### config.mk
export PLATFORM = sky130hd
export DESIGN_NAME = spike_event_logger
export DESIGN_NICKNAME = d
export VERILOG_FILES = /design/src/rtl/spike_event_logger.sv
export SDC_FILE = /design/constraint.sdc
export NUM_CORES = 1
export LEC_CHECK = 0
export CAP_MARGIN = 10
export CORE_MARGIN = 4
export CORE_UTILIZATION = 52
export CTS_BUF_LIST = sky130_fd_sc_hd__clkbuf_2 sky130_fd_sc_hd__clkbuf_4 sky130_fd_sc_hd__clkbuf_8
export CTS_CLUSTER_SIZE = 16
export DETAILED_ROUTE_END_ITERATION = 7
export PLACE_DENSITY_LB_ADDON = 0.15
export SKIP_CTS_REPAIR_TIMING = 1
export SLEW_MARGIN = 10
export SYNTH_ARGS = -nofsm -noshare
export SYNTH_HDL_FRONTEND = slang
export SYNTH_SLANG_ARGS = --single-unit
### constraint.sdc
create_clock -name clk -period 2.1 [get_ports clk]
set_clock_uncertainty 0.2 [all_clocks]
set_input_delay 0.63 -clock clk [delete_from_list [all_inputs] [get_ports clk]]
set_output_delay 0.63 -clock clk [all_outputs]
set_load 0.02 [all_outputs]
### src/rtl/spike_event_logger.sv
// Timestamps rising edges of the neuron spike and queues {ts, state} events in a FWFT FIFO.
// Optional windowed spike-rate counter is compiled in with `define SPIKE_LOG_RATE_EN.
module spike_event_logger #(
  parameter int TS_W     = 16,
  parameter int DEPTH    = 4,
  parameter int WIN_LOG2 = 8
) (
  input  logic                     clk,
  input  logic                     rst_n,
  input  logic                     ena,
  input  logic                     spike,
  input  logic [7:0]               state,
  input  logic                     ev_ready,
  output logic                     ev_valid,
  output logic [TS_W-1:0]          ev_ts,
  output logic [7:0]               ev_state,
  output logic [$clog2(DEPTH):0]   level,
  output logic                     ovf,
  input  logic                     ovf_clr,
  output logic [WIN_LOG2:0]        rate
);

  localparam int PTR_W = $clog2(DEPTH);
  localparam int LVL_W = PTR_W + 1;
  localparam logic [LVL_W-1:0] FULL_LVL = LVL_W'(DEPTH);

  logic [TS_W-1:0]   r_ts_cnt;
  logic              r_spike_d;
  logic [PTR_W-1:0]  r_wr_ptr;
  logic [PTR_W-1:0]  r_rd_ptr;
  logic [LVL_W-1:0]  r_level;
  logic              r_ovf;
  logic [TS_W+7:0]   r_mem [DEPTH];

  logic              w_event;
  logic              w_full;
  logic              w_pop;
  logic              w_push;
  logic              w_drop;
  logic [TS_W+7:0]   w_head;

  assign w_event = ena & spike & ~r_spike_d;
  assign w_full  = (r_level == FULL_LVL);
  assign w_pop   = (r_level != '0) & ev_ready;
  // A full FIFO still accepts the event when the head leaves on the same edge.
  assign w_push  = w_event & (~w_full | w_pop);
  assign w_drop  = w_event & w_full & ~w_pop;

  assign w_head   = r_mem[r_rd_ptr];
  assign ev_valid = (r_level != '0);
  assign ev_ts    = w_head[TS_W+7:8];
  assign ev_state = w_head[7:0];
  assign level    = r_level;
  assign ovf      = r_ovf;

  always_ff @(posedge clk or negedge rst_n) begin
    if (!rst_n) begin
      r_ts_cnt  <= '0;
      r_spike_d <= 1'b0;
    end else if (ena) begin
      r_ts_cnt  <= r_ts_cnt + TS_W'(1);
      r_spike_d <= spike;
    end
  end

  always_ff @(posedge clk) begin
    if (w_push) begin
      r_mem[r_wr_ptr] <= {r_ts_cnt, state};
    end
  end

  always_ff @(posedge clk or negedge rst_n) begin
    if (!rst_n) begin
      r_wr_ptr <= '0;
      r_rd_ptr <= '0;
      r_level  <= '0;
    end else begin
      if (w_push) r_wr_ptr <= r_wr_ptr + PTR_W'(1);
      if (w_pop)  r_rd_ptr <= r_rd_ptr + PTR_W'(1);
      case ({w_push, w_pop})
        2'b10:   r_level <= r_level + LVL_W'(1);
        2'b01:   r_level <= r_level - LVL_W'(1);
        default: r_level <= r_level;
      endcase
    end
  end

  // Set has priority over clear so a drop in the clear cycle is not lost.
  always_ff @(posedge clk or negedge rst_n) begin
    if (!rst_n) begin
      r_ovf <= 1'b0;
    end else if (w_drop) begin
      r_ovf <= 1'b1;
    end else if (ovf_clr) begin
      r_ovf <= 1'b0;
    end
  end

`ifdef SPIKE_LOG_RATE_EN
  logic [WIN_LOG2-1:0] r_win;
  logic [WIN_LOG2:0]   r_acc;
  logic [WIN_LOG2:0]   r_rate;
  logic                w_wrap;

  assign w_wrap = ena & (r_win == '1);
  assign rate   = r_rate;

  // Dropped events are still counted: the accumulator sees every detected edge.
  always_ff @(posedge clk or negedge rst_n) begin
    if (!rst_n) begin
      r_win  <= '0;
      r_acc  <= '0;
      r_rate <= '0;
    end else if (ena) begin
      r_win <= r_win + WIN_LOG2'(1);
      if (w_wrap) begin
        r_rate <= r_acc + {{WIN_LOG2{1'b0}}, w_event};
        r_acc  <= '0;
      end else if (w_event) begin
        r_acc  <= r_acc + (WIN_LOG2+1)'(1);
      end
    end
  end
`else
  assign rate = '0;
`endif

endmodule

==> summary.md <==
| Metric | Value |
|---|---|
| Overall Global Routing Usage | `0.164` |
| Core area | `8810 um2` |
| Worst Path Max Fanout | `7` |
| Period utilisation layout | `1.23` |
| Syn avg cell area | `a little under 20 um2` |
| Vias in the first global route | `2497` |
| Crit-path slowest cell | `mux4_2` |
| Yosys top cell area share | `0.607` |
| Final Max Tran Viols | `0` |
| WS Path Type | `reg2out` |
| Clk buf depth | `2` |
| Clock Latency Late Sink | `~0.42 ns` |
| Mapped Cells | `around 240` |
| Die ar. | `10700 um2` |
| Register area share after synthesis | `0.739` |
| Non-filler cells, final | `roughly 460` |
| Final wirelength | `a little over 8 mm` |
| Combinational group share of total power | `0.338` |
| Die Width | `104 um` |
| Data arrival, critical path | `between 1.5 and 2 ns` |
| # IOs | `52` |
| TritonCTS buffer count | `17` |
| Final core utilization | `0.704` |
| Pre-CTS setup slack | `-0.639 ns` |
| Most frequent cells in the layout | `edfxtp_1 (96), buf_4 (28), buf_6 (26), mux4_2 (24), dfrtp_1 (23)` |
| Net load switching power | `~2.4 mW` |
| Critical-path cell list | `buf_6 -> clkbuf_16 -> mux4_2 -> buf_6` |
| Run status | `complete, but fails checks` |
| Pin count of the biggest net entering global routing | `26` |
| Worst Setup Slack, final | `-0.488 ns` |
| Period minus WS final | `2.59 ns` |
| H-tree depth | `4` |
| Clock power frac | `0.283` |
| Post-DP HPWL | `just under 5 mm` |
| CP most frequent cell | `buf_6` |
| Fmax | `386 MHz` |
| Initial antenna violation count | `0` |
| CP endpoint kind | `primary output` |
| Seq pwr share | `0.379` |
| Max VDD drop | `between 0.0006 and 0.0007 V` |
| RSZ-0062 raised after global routing | `true` |
| Clock root cell | `clkbuf_8` |
| Internal | `about 6 mW` |
| CTS tree | `yes` |
| Number of fill cells | `roughly 560` |
| Sw Share | `0.290` |
| Most common cell after layout, fill and taps aside | `edfxtp_1` |
| Fin nets | `355` |
| Reg clk slew, reported paths | `0.07 ns` |
| Hold Path Class | `in2reg` |
| Initial Util | `0.539` |
| Largest stage delay, worst path | `between 0.5 and 0.6 ns` |
| Setup TNS | `-11.03 ns` |
| Area taken by multi-input logic gates | `between 1000 and 1500 um2` |
| PwrDens | `1350 nW/um2` |
| Pre-Repair DR Iteration Count | `4` |
| Final Instance Area | `a little over 6000 um2` |
| Cells after DPL | `around 410` |
| Post-DR vias/cell | `around 5.2` |
| IO Port Bufs | `42` |
| Failing checks | `negative setup slack` |
| Worst path required time | `1.27 ns` |
| Largest area contributor in the netlist | `edfxtp_1` |
| Max cap viols | `0` |
| Die Ht | `104 um` |
| Clk sinks | `121` |
| Routed via count | `around 2400` |
| Initial DRC Count | `147` |
| Site row count | `34` |
| Critical Path Start Type | `flop` |
| Distinct cells, synth | `29` |
| Largest cells by area after synthesis | `edfxtp_1 (61%), dfrtp_1 (13%), mux4_2 (11%), xnor2_1 (2.2%), buf_4 (1.7%)` |
| Antenna Nets Post-Route | `0` |
| Total grt overflow | `0` |
| Antenna cells | `0` |
| # DRC | `0` |
| Ratio of cells with drive above 1 in the final layout | `0.415` |
| Leakage | `between 2 and 2.5 nW` |
| Area after DPL | `approximately 5600 um2` |
| Final setup violation count | `26` |
| DR WL/cell | `18.0 um` |
| Post-synthesis register bit count | `121` |
| Register area | `approximately 3500 um2` |
| Yosys warns | `0` |
| First-pass GRT wire length | `~13 mm` |
| Synth Cell Area | `4750 um2` |
| Fin. Hold Viols | `0` |
| Placer congestion estimate | `roughly 0.70` |
| Layout area overhead | `30.7%` |
area by class of cell:
type | count | area share
timing repair buffer | 82 | 0.143
tap | 108 | 0.0218
inverter | 9 | 0.00545
multi-input combinational | 103 | 0.189
sequential | 121 | 0.566
clock buffer | 18 | 0.0399
clock inverter | 14 | 0.0351
per-stage QoR:
step / hold slack, ns / power, mW
after floorplan: 0.134 / 4.67
after global placement: 0.315 / 5.71
after detailed placement: 0.328 / 5.76
after CTS: 0.342 / 8.14
after global routing: 0.318 / 8.80
final: 0.320 / 8.38
path summary, 6_finish.rpt:
kind	endpoint	slack [ns]	startpoint	cells past startpoint
max	ev_ts[12]	-0.49	r_rd_ptr[0]	4
min	r_spike_d	0.32	spike	3
max reg2reg	level[2]	-0.03	level[1]	10
min reg2reg	ovf	0.32	ovf	2
max in group asynchronous	r_rd_ptr[0]	1.03	rst_n	2
min in group asynchronous	level[2]	0.38	rst_n	2
power by group through the flow:
stage                     Clock (mW)  Sequential [mW]  Combinational [mW]
after floorplan                    0             3.19                1.48
after global placement             0             3.21                2.50
after detailed placement           0             3.23                2.53
after CTS                       2.42             3.18                2.54
after global routing            2.55             3.21                3.03
final                           2.37             3.17                2.83
state kept, by name (all words and copies together), names as in the netlist:
signal / cells
r_wr_ptr: 2
r_spike_d: 1
r_ts_cnt: 16
r_mem: 96
ovf: 1
level: 3
r_rd_ptr: 2
routing by layer:
layer,up-vias,wire [um],global-route usage
li1,1095,-,-
met1,1203,3430,0.197
met2,67,4350,0.275
met3,4,346,0.0597
met4,0,56,0.0570
met5,-,0,0
critical path, delay by kind of cell (launching register included):
| family | cells | cell delay [ns] |
|---|---|---|
| muxes | 1 | 0.51 |
| DFF | 1 | 0.40 |
| buffers and inverters | 3 | 0.44 |
cell usage after synthesis (all sizes together):
cell type	n
edfxtp	96
dfrtp	25
mux4	24
buf	16
nand2	13
xnor2	12
inv	9
xor2	9
ha	6
nor2	6
and2	5
nand4	5
o21ai	3
and3	2
nor3	2
or3	2
conb	1
fa	1
mux2	1
mux2i	1
nor4	1
nor4b	1
cell families (layout without fill, tap and decap cells):
| logic type | after synthesis | count (layout) | share of synthesized area |
|---|---|---|---|
| adders and majority gates | 7 | 7 | 0.0200 |
| buffers and inverters | 25 | 123 | 0.0308 |
| other | 1 | 9 | 0.000790 |
| AOI/OAI and AO/OA | 3 | 3 | 0.00316 |
| muxes | 26 | 26 | 0.118 |
| xor gates and xnor gates | 21 | 21 | 0.0387 |
| and+or+nand+nor | 37 | 37 | 0.0490 |
| DFF | 121 | 121 | 0.739 |
Power figures use the tool's default switching activity.
